File: config.mk
export PLATFORM = sky130hd
export DESIGN_NAME = cpu_mem_arbiter_flat
export DESIGN_NICKNAME = d
export VERILOG_FILES = /design/src/rtl/cpu_mem_arbiter_if.sv /design/src/rtl/cpu_mem_arbiter.sv /design/src/flat_wrapper.sv
export SDC_FILE = /design/constraint.sdc
export NUM_CORES = 1
export LEC_CHECK = 0
export ABC_CLOCK_PERIOD_IN_PS = 1700
export BUFFER_PORTS_ARGS = -buffer_cell sky130_fd_sc_hd__buf_2
export CELL_PAD_IN_SITES_DETAIL_PLACEMENT = 1
export CELL_PAD_IN_SITES_GLOBAL_PLACEMENT = 1
export CORE_MARGIN = 1
export CORE_UTILIZATION = 25
export CTS_BUF_LIST = sky130_fd_sc_hd__clkbuf_16
export DETAILED_ROUTE_END_ITERATION = 16
export PLACE_DENSITY_LB_ADDON = 0.25
export REMOVE_ABC_BUFFERS = 1
export SKIP_LAST_GASP = 1
export SYNTH_ARGS = -nofsm -noshare
export SYNTH_HDL_FRONTEND = slang
export SYNTH_SLANG_ARGS = --single-unit
File: constraint.sdc
create_clock -name clk -period 1.7 [get_ports clk]
set_input_delay 0.17 -clock clk [delete_from_list [all_inputs] [get_ports clk]]
set_output_delay 0.17 -clock clk [all_outputs]
set_load 0.01 [all_outputs]
File: src/rtl/cpu_mem_arbiter_if.sv
// rtl/cpu_mem_arbiter_if.sv - CPU/DMA request ports and shared memory port bundle
interface cpu_mem_arbiter_if #(
    parameter int ADDR_W = 32,
    parameter int DATA_W = 32
);
    logic              cpu_req;
    logic              cpu_we;
    logic [ADDR_W-1:0] cpu_addr;
    logic [DATA_W-1:0] cpu_wdata;
    logic              cpu_gnt;
    logic              cpu_rvalid;
    logic [DATA_W-1:0] cpu_rdata;

    logic              dma_req;
    logic              dma_we;
    logic [ADDR_W-1:0] dma_addr;
    logic [DATA_W-1:0] dma_wdata;
    logic              dma_gnt;
    logic              dma_rvalid;
    logic [DATA_W-1:0] dma_rdata;

    logic              mem_en;
    logic              mem_we;
    logic [ADDR_W-1:0] mem_addr;
    logic [DATA_W-1:0] mem_wdata;
    logic [DATA_W-1:0] mem_rdata;

    logic              busy;

    // Arbiter side
    modport slave (
        input  cpu_req, cpu_we, cpu_addr, cpu_wdata,
        output cpu_gnt, cpu_rvalid, cpu_rdata,
        input  dma_req, dma_we, dma_addr, dma_wdata,
        output dma_gnt, dma_rvalid, dma_rdata,
        output mem_en, mem_we, mem_addr, mem_wdata,
        input  mem_rdata,
        output busy
    );

    // Requesters and memory side
    modport master (
        output cpu_req, cpu_we, cpu_addr, cpu_wdata,
        input  cpu_gnt, cpu_rvalid, cpu_rdata,
        output dma_req, dma_we, dma_addr, dma_wdata,
        input  dma_gnt, dma_rvalid, dma_rdata,
        input  mem_en, mem_we, mem_addr, mem_wdata,
        output mem_rdata,
        input  busy
    );
endinterface

File: src/rtl/cpu_mem_arbiter.sv
// rtl/cpu_mem_arbiter.sv - round-robin CPU/DMA arbiter for one shared memory port
module cpu_mem_arbiter #(
    parameter int ADDR_W  = 32,
    parameter int DATA_W  = 32,
    parameter int MEM_LAT = 1
) (
    input  logic                  clk,
    input  logic                  rst_n,
    cpu_mem_arbiter_if.slave      bus
);

    typedef enum logic {
        S_IDLE = 1'b0,
        S_WAIT = 1'b1
    } state_t;

    localparam int         LAT      = (MEM_LAT < 1) ? 1 : ((MEM_LAT > 3) ? 3 : MEM_LAT);
    localparam logic [1:0] LAT_INIT = 2'(LAT);

    state_t            state;
    state_t            state_nxt;
    logic [1:0]        cnt;
    logic [1:0]        cnt_nxt;
    logic              owner_dma;
    logic              owner_dma_nxt;
    logic              last_dma;
    logic              last_dma_nxt;
    logic [DATA_W-1:0] cpu_rdata_q;
    logic [DATA_W-1:0] dma_rdata_q;

    logic              grant_any;
    logic              grant_dma;
    logic              rd_done;
    logic              win_we;
    logic [ADDR_W-1:0] win_addr;
    logic [DATA_W-1:0] win_wdata;

    always_ff @(posedge clk) begin
        if (rst_n) begin
            state       <= S_IDLE;
            cnt         <= 2'd0;
            owner_dma   <= 1'b0;
            last_dma    <= 1'b1;
            cpu_rdata_q <= '0;
            dma_rdata_q <= '0;
        end else begin
            state     <= state_nxt;
            cnt       <= cnt_nxt;
            owner_dma <= owner_dma_nxt;
            last_dma  <= last_dma_nxt;
            if (bus.cpu_rvalid) begin
                cpu_rdata_q <= bus.mem_rdata;
            end
            if (bus.dma_rvalid) begin
                dma_rdata_q <= bus.mem_rdata;
            end
        end
    end

    always_comb begin
        state_nxt     = state;
        cnt_nxt       = cnt;
        owner_dma_nxt = owner_dma;
        last_dma_nxt  = last_dma;
        grant_any     = 1'b0;
        grant_dma     = 1'b0;
        rd_done       = 1'b0;
        win_we        = 1'b0;
        win_addr      = '0;
        win_wdata     = '0;

        case (state)
            S_IDLE: begin
                // A reset cycle never grants, even with requests pending
                if (!rst_n && (bus.cpu_req || bus.dma_req)) begin
                    grant_any    = 1'b1;
                    grant_dma    = bus.dma_req && (!bus.cpu_req || !last_dma);
                    last_dma_nxt = grant_dma;
                    win_we       = grant_dma ? bus.dma_we    : bus.cpu_we;
                    win_addr     = grant_dma ? bus.dma_addr  : bus.cpu_addr;
                    win_wdata    = grant_dma ? bus.dma_wdata : bus.cpu_wdata;
                    if (!win_we) begin
                        state_nxt     = S_WAIT;
                        cnt_nxt       = LAT_INIT;
                        owner_dma_nxt = grant_dma;
                    end
                end
            end
            S_WAIT: begin
                // Data returns in the cycle the counter steps down to zero
                cnt_nxt = cnt - 2'd1;
                if (cnt <= 2'd1) begin
                    rd_done   = !rst_n;
                    cnt_nxt   = 2'd0;
                    state_nxt = S_IDLE;
                end
            end
            default: begin
                state_nxt = S_IDLE;
            end
        endcase
    end

    assign bus.cpu_gnt    = grant_any && !grant_dma;
    assign bus.dma_gnt    = grant_any &&  grant_dma;

    assign bus.mem_en     = grant_any;
    assign bus.mem_we     = grant_any && win_we;
    assign bus.mem_addr   = win_addr;
    assign bus.mem_wdata  = win_wdata;

    assign bus.cpu_rvalid = rd_done && !owner_dma;
    assign bus.dma_rvalid = rd_done &&  owner_dma;
    assign bus.cpu_rdata  = bus.cpu_rvalid ? bus.mem_rdata : cpu_rdata_q;
    assign bus.dma_rdata  = bus.dma_rvalid ? bus.mem_rdata : dma_rdata_q;

    assign bus.busy       = (state == S_WAIT);

endmodule

File: src/flat_wrapper.sv
// flat-port wrapper written by rule: the top's interface ports become plain ports
module cpu_mem_arbiter_flat 
#(
    parameter int ADDR_W  = 32,
    parameter int DATA_W  = 32,
    parameter int MEM_LAT = 1
)
  (clk, rst_n, bus_cpu_req, bus_cpu_we, bus_cpu_addr, bus_cpu_wdata, bus_cpu_gnt, bus_cpu_rvalid, bus_cpu_rdata, bus_dma_req, bus_dma_we, bus_dma_addr, bus_dma_wdata, bus_dma_gnt, bus_dma_rvalid, bus_dma_rdata, bus_mem_en, bus_mem_we, bus_mem_addr, bus_mem_wdata, bus_mem_rdata, bus_busy);
  cpu_mem_arbiter_if #(.ADDR_W(ADDR_W), .DATA_W(DATA_W)) bus_i ();
  input  logic clk;
  input  logic rst_n;
  input wire logic [$bits(bus_i.cpu_req)-1:0] bus_cpu_req;
  input wire logic [$bits(bus_i.cpu_we)-1:0] bus_cpu_we;
  input wire logic [$bits(bus_i.cpu_addr)-1:0] bus_cpu_addr;
  input wire logic [$bits(bus_i.cpu_wdata)-1:0] bus_cpu_wdata;
  output wire logic [$bits(bus_i.cpu_gnt)-1:0] bus_cpu_gnt;
  output wire logic [$bits(bus_i.cpu_rvalid)-1:0] bus_cpu_rvalid;
  output wire logic [$bits(bus_i.cpu_rdata)-1:0] bus_cpu_rdata;
  input wire logic [$bits(bus_i.dma_req)-1:0] bus_dma_req;
  input wire logic [$bits(bus_i.dma_we)-1:0] bus_dma_we;
  input wire logic [$bits(bus_i.dma_addr)-1:0] bus_dma_addr;
  input wire logic [$bits(bus_i.dma_wdata)-1:0] bus_dma_wdata;
  output wire logic [$bits(bus_i.dma_gnt)-1:0] bus_dma_gnt;
  output wire logic [$bits(bus_i.dma_rvalid)-1:0] bus_dma_rvalid;
  output wire logic [$bits(bus_i.dma_rdata)-1:0] bus_dma_rdata;
  output wire logic [$bits(bus_i.mem_en)-1:0] bus_mem_en;
  output wire logic [$bits(bus_i.mem_we)-1:0] bus_mem_we;
  output wire logic [$bits(bus_i.mem_addr)-1:0] bus_mem_addr;
  output wire logic [$bits(bus_i.mem_wdata)-1:0] bus_mem_wdata;
  input wire logic [$bits(bus_i.mem_rdata)-1:0] bus_mem_rdata;
  output wire logic [$bits(bus_i.busy)-1:0] bus_busy;
  assign bus_i.cpu_req = bus_cpu_req;
  assign bus_i.cpu_we = bus_cpu_we;
  assign bus_i.cpu_addr = bus_cpu_addr;
  assign bus_i.cpu_wdata = bus_cpu_wdata;
  assign bus_cpu_gnt = bus_i.cpu_gnt;
  assign bus_cpu_rvalid = bus_i.cpu_rvalid;
  assign bus_cpu_rdata = bus_i.cpu_rdata;
  assign bus_i.dma_req = bus_dma_req;
  assign bus_i.dma_we = bus_dma_we;
  assign bus_i.dma_addr = bus_dma_addr;
  assign bus_i.dma_wdata = bus_dma_wdata;
  assign bus_dma_gnt = bus_i.dma_gnt;
  assign bus_dma_rvalid = bus_i.dma_rvalid;
  assign bus_dma_rdata = bus_i.dma_rdata;
  assign bus_mem_en = bus_i.mem_en;
  assign bus_mem_we = bus_i.mem_we;
  assign bus_mem_addr = bus_i.mem_addr;
  assign bus_mem_wdata = bus_i.mem_wdata;
  assign bus_i.mem_rdata = bus_mem_rdata;
  assign bus_busy = bus_i.busy;
  cpu_mem_arbiter #(.ADDR_W(ADDR_W), .DATA_W(DATA_W), .MEM_LAT(MEM_LAT)) u_core (.clk(clk), .rst_n(rst_n), .bus(bus_i));
endmodule
### After elaboration in Yosys (flattened, before gate mapping)

Index checks and enable logic that the tools add are counted.

| storage, ports and cells | value |
|---|---|
| register bits | 69 |
| bits in latches | 0 |
| memories | 0 |
| memory bits (read-only) | 0 |
| memory bits (writable) | 0 |

| cells by class | value |
|---|---|
| div/mod/pow operators | 0 |
| $add $sub $neg | 1 |
| bitwise gates (word level) | 2 |
| $mul | 0 |
| mux-type cells | 25 |
| magnitude comparators | 1 |
| shift-type cells | 0 |
| reduce and logical (&&, ||, !) cells | 17 |
| equal/unequal tests | 2 |

Operator list:

| kind | number |
|---|---|
| $mux W32 | 8 |
| $mux W1 | 12 |
| $logic_and A1 B1 Y1 | 7 |
| $mux W2 | 3 |
| $logic_not A1 Y1 | 5 |
| $pmux W2 S2 | 1 |
| $reduce_and A2 Y1 | 2 |
| $reduce_and A3 Y1 | 1 |
| $le A2 B1 Y1 const B | 1 |
| $logic_or A1 B1 Y1 | 2 |
| $ne A2 B1 Y1 const B | 1 |
| $ne A2 B2 Y1 const B | 1 |
| $not A1 Y1 | 2 |
| $pmux W1 S2 | 1 |
| $sub A2 B1 Y2 const B | 1 |

### Logic depth before layout (Yosys ltp)

Gate-level depths: netlist of the first run.

| depth | value |
|---|---|
| depth in word-level cells | 7 |
| mapped depth | 6 |
| depth with buffers taken out | 3 |

### Worst setup path before layout of the first run

OpenSTA, ideal clock, no wires.

| timing | value |
|---|---|
| kind | flip-flop to flip-flop |
| start point | register u_core.state, in the netlist u_core.bus.busy |
| end point | register u_core.cpu_rdata_q[22] |
| clock period less this slack | 1,699 ps |
| arrival time | 1,585 ps |
| data required time | 1,586 ps |
| slack | 1 ps |
| stages on the path, launching flop included | 5 |
| buffers on the path | 1 |
| cell sequence | dfxtp_1 -> nor4b_4 -> buf_6 -> mux2_4 -> and2b_1 |

| on the way | value |
|---|---|
| cells in the longest elaborated chain, start to end | 3 |

Ends and longest elaborated chain:

| element | RTL line | RTL |
|---|---|---|
| start: declaration | cpu_mem_arbiter.sv:20 | `state_t state;` |
| start signal: assignment | cpu_mem_arbiter.sv:47 | `state <= state_nxt;` |
| $mux W1 | cpu_mem_arbiter.sv:72 | `case (state)` |
| $logic_and A1 B1 Y1 | cpu_mem_arbiter.sv:112 | `assign bus.cpu_rvalid = rd_done && !owner_dma;` |
| via bus_cpu_rvalid | flat_wrapper.sv:17 | `output wire logic [$bits(bus_i.cpu_rvalid)-1:0] bus_cpu_rvalid;` |
| $mux W32 | -- |  |
| via bus_cpu_rdata[22] | flat_wrapper.sv:18 | `output wire logic [$bits(bus_i.cpu_rdata)-1:0] bus_cpu_rdata;` |
| end signal: assignment | cpu_mem_arbiter.sv:52 | `cpu_rdata_q <= bus.mem_rdata;` |
| end: declaration | cpu_mem_arbiter.sv:28 | `logic [DATA_W-1:0] cpu_rdata_q;` |

The timed path passes the listed nets, and every way through them passes these cells.
A chain may end at the register's enable or synchronous reset.

### Worst setup path in the final report of the first run

| timing | value |
|---|---|
| start point | register u_core.cnt[1] |
| end point | output bus_dma_rdata[12] |

| on the way | value |
|---|---|
| cells in the longest elaborated chain, start to end | 5 |

Ends and longest elaborated chain:

| element | RTL line | RTL |
|---|---|---|
| start: declaration | cpu_mem_arbiter.sv:22 | `logic [1:0] cnt;` |
| start signal: assignment | cpu_mem_arbiter.sv:48 | `cnt <= cnt_nxt;` |
| $le A2 B1 Y1 | cpu_mem_arbiter.sv:92 | `if (cnt <= 2'd1) begin` |
| $mux W1 | cpu_mem_arbiter.sv:92 |  |
| $mux W1 | cpu_mem_arbiter.sv:72 |  |
| $logic_and A1 B1 Y1 | cpu_mem_arbiter.sv:113 | `assign bus.dma_rvalid = rd_done && owner_dma;` |
| $mux W32 | cpu_mem_arbiter.sv:115 | `assign bus.dma_rdata = bus.dma_rvalid ? bus.mem_rdata : dma_rdata_q;` |
| end: declaration | flat_wrapper.sv:25 | `output wire logic [$bits(bus_i.dma_rdata)-1:0] bus_dma_rdata;` |

Every way passes these cells.

==> reports/summary.txt, run 1 <==
status -> finished with violations
failing checks -> negative setup slack
Slew Limit Headroom -> 64.2%
Chip Width -> 124 um
clock transition at the registers of the reported paths -> 60 ps
post-synth cell types -> 28
RR Endpoint -> u_core.dma_rdata_q[19]
final hold violation count -> 0
Least-Margin Pin Slew -> 537 ps
Cell Count, Final, Fillers Out -> 839
hold_ws -> 186 ps
fmax -> 499 MHz
Rows -> 44
ys async rst share -> 0%
I/O pin cnt -> 301
Synth Area in Compound Gates -> 16.3%
unrepaired setup endpoints after global routing -> true
R2R Setup Slk -> -110 ps
initial core utilization -> 25.7%
Crit Path Category -> reg2out
Pwr Density -> 675 mW/mm^2
Slowest-stage cell, CP -> dfxtp_4
final instance area -> 0.00682 sq mm
most common cell after layout, fill and taps aside -> buf_2
Syn Area/Cell -> 11.9 sq um
register area share after synthesis -> 36.9%
hold_buf cts -> 0
drt drc -> 0
post-layout min period -> 2000 ps
vias -> 3920
Synth Area in Simple Gates -> 15.6%
height of the die -> 124 um
fin worst setup slack -> -304 ps
die area -> 0.0155 sq mm
Critical Path Source -> u_core.cnt[1]
slowest stage delay, CP -> 360 ps
CP Max Fanout -> 7
critical path data required time -> 1530 ps
startpoint types -> register
Routed wire per std cell -> 19.6 um
final RePlAce weighted congestion -> 0.881
All-Layer GR Usage -> 20.4%
cell area after placement -> 0.00550 sq mm
Area growth syn-to-layout -> 82.2%
synthesized area -> 0.00374 sq mm
worst-skew pair later-pin latency -> 340 ps
CP endpoint kind -> output port
I/O Buffers -> 300
fraction of layout instances using a drive strength above 1 -> 67.9%
Final Net Count -> 816
Seq cells post-synth -> 69
Final Util -> 46.7%
initial DRC count -> 137
multiplexer share of the synthesized area -> 25.4%
reg2reg path depth -> 7
initial antenna violation count -> 0
post-DP HPWL -> 11.1 mm
vias in the first global route -> 4217
antenna-violating nets left -> 0
commonest non-fill, non-tap cells in the layout -> 230 x buf_2, 84 x buf_6, 65 x mux2_4, 65 x dfxtp_1, 61 x a22o_1
Setup crit end -> bus_dma_rdata[12]
largest net degree at the start of global routing -> 64
cell chain of the critical path -> nor4bb_4, buf_4, clkbuf_16, mux2_4, buf_6
diode count -> 0
global-route wire length before repair -> 24.5 mm
final setup vio count -> 137
gr ovfl total -> 0
final WL -> 16.4 mm
Post-Synth Adder-Cell Area -> 0%
arrival time at the worst endpoint -> 1830 ps
clk_skew -> 7.13 ps
Clock Path Buffers -> 2
max-slew violation total from the final report -> 0
Hold WC Path Type -> in2reg
CTS H-tree depth -> 3
CORE AREA -> 0.0146 sq mm
r2r startpoint -> u_core.cnt[1]
CTS Buf Count -> 9
Static Leak -> 3.59 nW
number of clock sinks -> 69
DR vias/cell -> 4.67
DP Cell Count -> 791
Final period util -> 118%
XOR/XNOR Fraction of Synth Area -> 0%
CTS tree -> yes
Max Cap Violations -> 0
peak ir drop on the vdd network -> 0.685 mV
largest family of logic cells by synthesized area -> multiplexers
yosys warns -> 0
Post-Synthesis Cells -> 315
EDFF count, synth -> 0
Root Buffer -> clkbuf_16
most frequently used flop master after synthesis -> dfxtp_1
DRT Pass-1 Iters -> 4
==> worst max-delay path: cells and delay by family (launching register included) <==
| kind | cells | cell delay (ps) |
|---|---|---|
| flops | 1 | 360 |
| buf+inv | 3 | 500 |
| mux | 1 | 310 |
| simple gates | 1 | 310 |
==> power breakdown <==
group | internal [mW] | leakage, nW | switching [mW]
clock | 1.11 | 0.133 | 0.697
sequential | 1.65 | 0.560 | 0.0158
combinational | 0.636 | 2.90 | 0.492
==> metal layers <==
metal  up-vias  track usage, %  routed length (um)
li1       1819               -                   -
met1      1897            23.1                6240
met2       182            36.6                8460
met3        22            5.97                1350
met4         0            5.95                 363
met5         -               0                   0
==> area by class of cell <==
cell class | count | area, sq um
Clock buffer | 9 | 225
Inverter | 1 | 3.75
Tap cell | 184 | 230
Fill cell | 1608 | 7770
Timing Repair Buffer | 353 | 2660
Clock inverter | 7 | 56.3
Sequential cell | 69 | 1390
Multi-Input combinational cell | 216 | 2250
==> cell families after synthesis <==
| family | count (synthesis) |
|---|---|
| simple gates | 79 |
| compound gates | 72 |
| flops | 69 |
| mux | 65 |
| buf+inv | 30 |
==> through the flow <==
stage          total power, mW  TNS (ps)  setup slack [ps]
3_5_place_dp              2.60     -1200             -79.9
6_report                  4.60    -30120              -304
5_1_grt                   4.81    -40650              -382
4_1_cts                   4.58    -24250              -338
2_1_floorplan             2.10   -425740             -4880
3_3_place_gp              2.58     -45.3             -18.0
==> worst min path at each step <==
stage	start	end	slack, ps	cells after the start
2_1_floorplan	rst_n	u_core.cpu_rdata_q[0]	240	1
3_3_place_gp	u_core.last_dma	u_core.last_dma	460	1
3_5_place_dp	u_core.last_dma	u_core.last_dma	480	1
4_1_cts	bus_cpu_we	u_core.owner_dma	180	3
5_1_grt	bus_cpu_we	u_core.owner_dma	190	3
6_report	bus_cpu_we	u_core.owner_dma	190	3
==> cells in the mapped netlist, types with 2 or more instances <==
cell type,instances,share of area [%]
buf_12,3,1.6
o21ai_0,2,0.27
buf_4,5,1.0
nor2_1,2,0.20
a22o_1,64,15
nor4bb_1,2,0.53
buf_2,9,1.2
dfxtp_1,69,37
and2b_1,58,12
nor2b_1,8,1.3
mux2_4,58,23
mux2_2,7,2.1
nor3_1,2,0.27
buf_6,3,0.90
a21oi_1,2,0.27
clkbuf_1,9,0.90
==> sequential cells by signal (all words and copies together) (netlist names) <==
| signal | cells |
|---|---|
| u_core.last_dma | 1 |
| u_core.owner_dma | 1 |
| u_core.cpu_rdata_q | 32 |
| u_core.bus.busy | 1 |
| u_core.cnt | 2 |
| u_core.dma_rdata_q | 32 |
==> what timing repair did <==
item / CTS / global route
pin swaps: 17 / 31
resized for setup: 94 / 55
setup buffers: 14 / 12
gates cloned: 7 / 4
endpoints found under the setup margin: 161 / 137
Power figures use the tool's default switching activity.
==> run 2: changes to the inputs <==
--- a/config.mk
+++ b/config.mk
@@ -5,7 +5,7 @@
 export SDC_FILE = /design/constraint.sdc
 export NUM_CORES = 1
 export LEC_CHECK = 0
-export ABC_CLOCK_PERIOD_IN_PS = 1700
+export ABC_CLOCK_PERIOD_IN_PS = 2550
 export BUFFER_PORTS_ARGS = -buffer_cell sky130_fd_sc_hd__buf_2
 export CELL_PAD_IN_SITES_DETAIL_PLACEMENT = 1
 export CELL_PAD_IN_SITES_GLOBAL_PLACEMENT = 1
==> constraint.sdc (replaced) <==
create_clock -name clk -period 2.55 [get_ports clk]
set_input_delay 0.255 -clock clk [delete_from_list [all_inputs] [get_ports clk]]
set_output_delay 0.255 -clock clk [all_outputs]
set_load 0.01 [all_outputs]
==> reports/summary.txt, run 2 (synthesis gave the netlist of run 1 again) <==
RR Endpoint -> u_core.dma_rdata_q[1]
Root Buffer -> clkbuf_16
Least-Margin Pin Slew -> 598 ps (+60.5 ps)
gr ovfl total -> 0 (unchanged)
I/O pin cnt -> 301 (unchanged)
final WL -> 13.9 mm (-15%)
vias in the first global route -> 3901 (-7.5%)
largest net degree at the start of global routing -> 67 (+4.7%)
final instance area -> 0.00571 sq mm (-16%)
die area -> 0.0155 sq mm (unchanged)
R2R Setup Slk -> 680 ps (+790 ps)
Chip Width -> 124 um (unchanged)
antenna-violating nets left -> 0 (unchanged)
Post-CTS Repair Setup Buffers -> 0 (-14)
critical path data required time -> 2300 ps (+770 ps)
number of clock sinks -> 69 (unchanged)
Max Cap Violations -> 0 (unchanged)
post-DP HPWL -> 10.8 mm (-2.7%)
clk_skew -> 8.03 ps (+0.898 ps)
Hold Crit Depth -> 3 (unchanged)
Hold WC Path Type -> in2reg
fraction of layout instances using a drive strength above 1 -> 64.3% (-3.6 points)
Filler cells -> 1683 (+4.7%)
max-slew violation total from the final report -> 0 (unchanged)
Slew Limit Headroom -> 59.7% (-4.5 points)
CP endpoint kind -> output port
DRT Pass-1 Iters -> 4 (unchanged)
hold_ws -> 265 ps (+78.8 ps)
biggest regs -> u_core.cpu_rdata_q (32), u_core.dma_rdata_q (32), u_core.cnt (2)
I/O Buffers -> 300 (unchanged)
cell chain of the critical path -> nor2_1, and3_2, buf_6, a22o_1, buf_2
Routed wire per std cell -> 17.4 um (-11%)
final hold violation count -> 0 (unchanged)
status -> completed
r2r startpoint -> u_core.bus.busy
cell area after placement -> 0.00537 sq mm (-2.3%)
Final period util -> 93.2%
clock transition at the registers of the reported paths -> 60 ps (about the same)
worst hold start -> bus_cpu_we
post-layout min period -> 2380 ps
Area growth syn-to-layout -> 52.5%
Rows -> 44 (unchanged)
hold_buf cts -> 0 (unchanged)
fmax -> 421 MHz
CP Max Fanout -> 65 (+58)
All-Layer GR Usage -> 17.7% (-2.7 points)
peak ir drop on the vdd network -> 0.299 mV (-56%)
Slowest-stage cell, CP -> dfxtp_1
height of the die -> 124 um (unchanged)
worst-skew pair later-pin latency -> 330 ps (about the same)
slowest stage delay, CP -> 400 ps (+40 ps)
initial core utilization -> 25.7% (unchanged)
initial DRC count -> 132 (-3.6%)
cts repair resizes -> 0 (-100%)
register area -> 0.00138 sq mm (-0.90%)
drt drc -> 0 (unchanged)
CTS tree -> yes
CTS Buf Count -> 9 (unchanged)
startpoint types -> register
global-route wire length before repair -> 21.5 mm (-12%)
final RePlAce weighted congestion -> 0.918 (+4.3%)
Pwr Density -> 531 mW/mm^2 (-21%)
CORE AREA -> 0.0146 sq mm (unchanged)
final setup vio count -> 0 (-100%)
Multi-input gate area -> 0.00216 sq mm (-3.9%)
commonest non-fill, non-tap cells in the layout -> 300 x buf_2, 69 x dfxtp_1, 64 x a22o_1, 58 x mux2_4, 58 x and2b_1
Static Leak -> 3.21 nW (-11%)
arrival time at the worst endpoint -> 2120 ps (+290 ps)
Final Net Count -> 772 (-5.4%)
hold endpoint -> u_core.owner_dma
CTS H-tree depth -> 3 (unchanged)
initial antenna violation count -> 1 (+1)
reg2reg path depth -> 4 (-3)
most common cell after layout, fill and taps aside -> buf_2
DR vias/cell -> 4.55 (-2.6%)
Clock Path Buffers -> 2 (unchanged)
Crit Path Category -> reg2out
total design power -> 3.03 mW (-34%)
vias -> 3623 (-7.6%)
unrepaired setup endpoints after global routing -> false
-- run 2: worst max-delay path by stage --
stage | from | endpoint | depth (start not counted)
5_1_grt | u_core.bus.busy | bus_mem_addr[18] | 5
6_report | u_core.bus.busy | bus_mem_addr[18] | 5
3_3_place_gp | rst_n | bus_mem_addr[18] | 6
4_1_cts | u_core.bus.busy | bus_mem_addr[18] | 5
3_5_place_dp | rst_n | bus_mem_addr[18] | 6
2_1_floorplan | u_core.bus.busy | bus_dma_rdata[0] | 2
-- run 2: final cells by class --
cell class,instances,area share (%)
multi-input combinational,216,37.9
antenna,1,0.0439
clock buffer,9,3.95
inverter,1,0.0658
tap,184,4.03
clock inverter,7,1.71
timing repair buffer,309,28.1
sequential,69,24.2
-- run 2: worst max-delay path: cells and delay by family (launching register included) --
family | cells | cell delay (ps)
AO/OA/AOI/OAI | 1 | 290
buffers and inverters | 2 | 550
flip-flops | 1 | 400
AND/OR/NAND/NOR | 2 | 490
-- run 2: stage by stage --
step	cells	setup WS [ps]	TNS, ps	utilization, %
global placement	779	380	0	36.8
detailed placement	779	320	0	36.8
floorplan	286	-4080	-276110	-
CTS	795	31.1	0	39.0
finish	796	174	0	39.1
global route	796	33.7	0	39.1
-- run 2: per-layer routing --
metal,track usage [%],part of all wire [%],vias up
met5,0,0,-
met2,30.6,50,179
met1,20.1,40,1703
li1,-,-,1721
met4,7.02,2.5,0
met3,5.50,7.6,20
-- run 2: power breakdown --
group | switching [mW] | leakage [nW] | internal (mW)
logic | 0.270 | 2.49 | 0.298
registers | 0.0107 | 0.558 | 1.10
clock network | 0.488 | 0.158 | 0.861
total | 0.769 | 3.21 | 2.26
==> run 3: changes to the inputs <==
--- a/config.mk
+++ b/config.mk
@@ -9,10 +9,10 @@
 export BUFFER_PORTS_ARGS = -buffer_cell sky130_fd_sc_hd__buf_2
 export CELL_PAD_IN_SITES_DETAIL_PLACEMENT = 1
 export CELL_PAD_IN_SITES_GLOBAL_PLACEMENT = 1
-export CORE_MARGIN = 1
-export CORE_UTILIZATION = 25
+export CORE_AREA = 2 2 115 117
 export CTS_BUF_LIST = sky130_fd_sc_hd__clkbuf_16
 export DETAILED_ROUTE_END_ITERATION = 16
+export DIE_AREA = 0 0 117 119
 export PLACE_DENSITY_LB_ADDON = 0.25
 export REMOVE_ABC_BUFFERS = 1
 export SKIP_LAST_GASP = 1
==> reports/summary.txt, run 3 (synthesis gave the netlist of run 1 again) <==
RR Endpoint -> u_core.dma_rdata_q[20]
unrepaired setup endpoints after global routing -> false
All-Layer GR Usage -> 20.9% (+3.2 points)
Final Net Count -> 777 (+0.65%)
gr ovfl total -> 0 (unchanged)
I/O Buffers -> 300 (unchanged)
fin worst setup slack -> 228 ps (+53.4 ps)
Area growth syn-to-layout -> 51.9%
clock transition at the registers of the reported paths -> 60 ps (about the same)
Root Buffer -> clkbuf_16
CP endpoint kind -> output port
I/O pin cnt -> 301 (unchanged)
final WL -> 15.2 mm (+9.5%)
cell area after placement -> 0.00540 sq mm (+0.51%)
DRT Pass-1 Iters -> 4 (unchanged)
post-place setup slack -> 559 ps (+239 ps)
CORE AREA -> 0.0129 sq mm (-12%)
Filler cells -> 1554 (-7.7%)
CP bufs+invs -> 2 (unchanged)
global-route wire length before repair -> 21.8 mm (+1.4%)
status -> completed
post-DP HPWL -> 12.6 mm (+16%)
Pwr Density -> 509 mW/mm^2 (-4.1%)
initial antenna violation count -> 2 (+1)
biggest regs -> u_core.cpu_rdata_q (32), u_core.dma_rdata_q (32), u_core.cnt (2)
CTS Buf Count -> 9 (unchanged)
critical path data required time -> 2300 ps (about the same)
max-slew violation total from the final report -> 0 (unchanged)
Critical Path Source -> u_core.bus.busy
slowest stage delay, CP -> 470 ps (+70 ps)
startpoint types -> register
final instance area -> 0.00569 sq mm (-0.37%)
Least-Margin Pin Slew -> 599 ps (+1.25 ps)
fmax -> 431 MHz (+2.3%)
clk_skew -> 5.49 ps (-2.54 ps)
Routed wire per std cell -> 19.2 um (+10%)
total design power -> 2.89 mW (-4.4%)
drt drc -> 0 (unchanged)
arrival time at the worst endpoint -> 2070 ps (-50 ps)
die area -> 0.0139 sq mm (-10%)
critical path depth -> 4 (-1)
cts repair resizes -> 0 (unchanged)
Static Leak -> 3.22 nW (+0.34%)
number of clock sinks -> 69 (unchanged)
initial DRC count -> 129 (-2.3%)
Hold WC Path Type -> in2reg
cell chain of the critical path -> nor4bb_4, buf_4, mux2_4, buf_2
CTS H-tree depth -> 3 (unchanged)
fraction of layout instances using a drive strength above 1 -> 64.4% (+0.069 points)
antenna-violating nets left -> 0 (unchanged)
Max Cap Violations -> 0 (unchanged)
most common cell after layout, fill and taps aside -> buf_2
largest net degree at the start of global routing -> 66 (-1.5%)
Cell Count, Final, Fillers Out -> 792 (-0.50%)
post-layout min period -> 2320 ps (-53.4 ps)
CTS tree -> yes
R2R Setup Slk -> 670 ps (about the same)
final RePlAce weighted congestion -> 0.771 (-16%)
r2r startpoint -> u_core.bus.busy
Crit path max-delay family -> buffers and inverters
hold_buf cts -> 0 (unchanged)
final hold violation count -> 0 (unchanged)
DR vias/cell -> 4.60 (+0.98%)
Chip Width -> 117 um (-5.9%)
vias in the first global route -> 3791 (-2.8%)
Post-CTS Repair Setup Buffers -> 0 (unchanged)
Setup crit end -> bus_dma_rdata[21]
initial core utilization -> 29.1% (+3.4 points)
worst-skew pair later-pin latency -> 320 ps (about the same)
reg2reg path depth -> 4 (unchanged)
Rows -> 42 (-4.5%)
CP Max Fanout -> 21 (-68%)
Multi-input gate area -> 0.00216 sq mm (unchanged)
Clock Path Buffers -> 2 (unchanged)
Crit Path Category -> reg2out
height of the die -> 119 um (-4.3%)
total negative setup slack -> 0 ps (unchanged)
final setup vio count -> 0 (unchanged)
Slew Limit Headroom -> 59.7% (-0.084 points)
register area -> 0.00138 sq mm (unchanged)
vias -> 3640 (+0.47%)
commonest non-fill, non-tap cells in the layout -> 300 x buf_2, 69 x dfxtp_1, 64 x a22o_1, 58 x mux2_4, 58 x and2b_1
Final period util -> 91.1% (-2.1 points)
Slowest-stage cell, CP -> dfxtp_1
DP Cell Count -> 776 (-0.39%)
peak ir drop on the vdd network -> 0.370 mV (+24%)
-- run 3: cell types whose count changed in the layout (fill, tap and decap cells not counted), sizes merged --
cell | before | now
inv | 4 | 2
bufinv | 2 | 1
clkinv | 1 | 4
buf | 309 | 314
clkinvlp | 1 | 0
-- run 3: stage by stage --
step,utilization (%),hold WS [ps]
floorplan,-,327
global placement,42.0,459
detailed placement,42.0,469
CTS,44.1,285
global route,44.1,299
finish,44.2,295
-- run 3: worst reg2reg max path: stages (launching register included) --
cell and delay [ps]:
dfxtp_1 470, nor4bb_4 360, buf_4 410, mux2_4 350, and2b_1 170
-- run 3: per-layer routing --
layer | part of all wire [%] | track usage (%)
met1 | 40 | 25.4
met3 | 11 | 7.74
met2 | 49 | 35.8
met5 | 0.086 | 0
met4 | 0.56 | 3.01
-- run 3: final cells by class --
type | count | area share [%]
Antenna cell | 1 | 0.0440
Multi-Input combinational cell | 216 | 38.1
Clock buffer | 9 | 3.96
Sequential cell | 69 | 24.3
Clock inverter | 6 | 0.990
Inverter | 1 | 0.0660
Timing Repair Buffer | 314 | 28.7
Tap cell | 176 | 3.87
-- run 3: how the worst min path moves through the flow --
stage                startpoint  slack (ps)                    end  depth (start not counted)
5_1_grt        bus_mem_rdata[3]         300  u_core.cpu_rdata_q[3]                          3
3_5_place_dp    u_core.last_dma         470        u_core.last_dma                          1
6_report             bus_cpu_we         300       u_core.owner_dma                          3
4_1_cts              bus_cpu_we         290       u_core.owner_dma                          3
2_1_floorplan             rst_n         330  u_core.cpu_rdata_q[0]                          1
3_3_place_gp    u_core.last_dma         460        u_core.last_dma                          1
-- run 3: where the power goes --
| group | leakage [nW] | switching (mW) | internal [mW] |
|---|---|---|---|
| sequential | 0.558 | 0.0104 | 1.10 |
| clock | 0.144 | 0.445 | 0.742 |
| combinational | 2.52 | 0.289 | 0.306 |
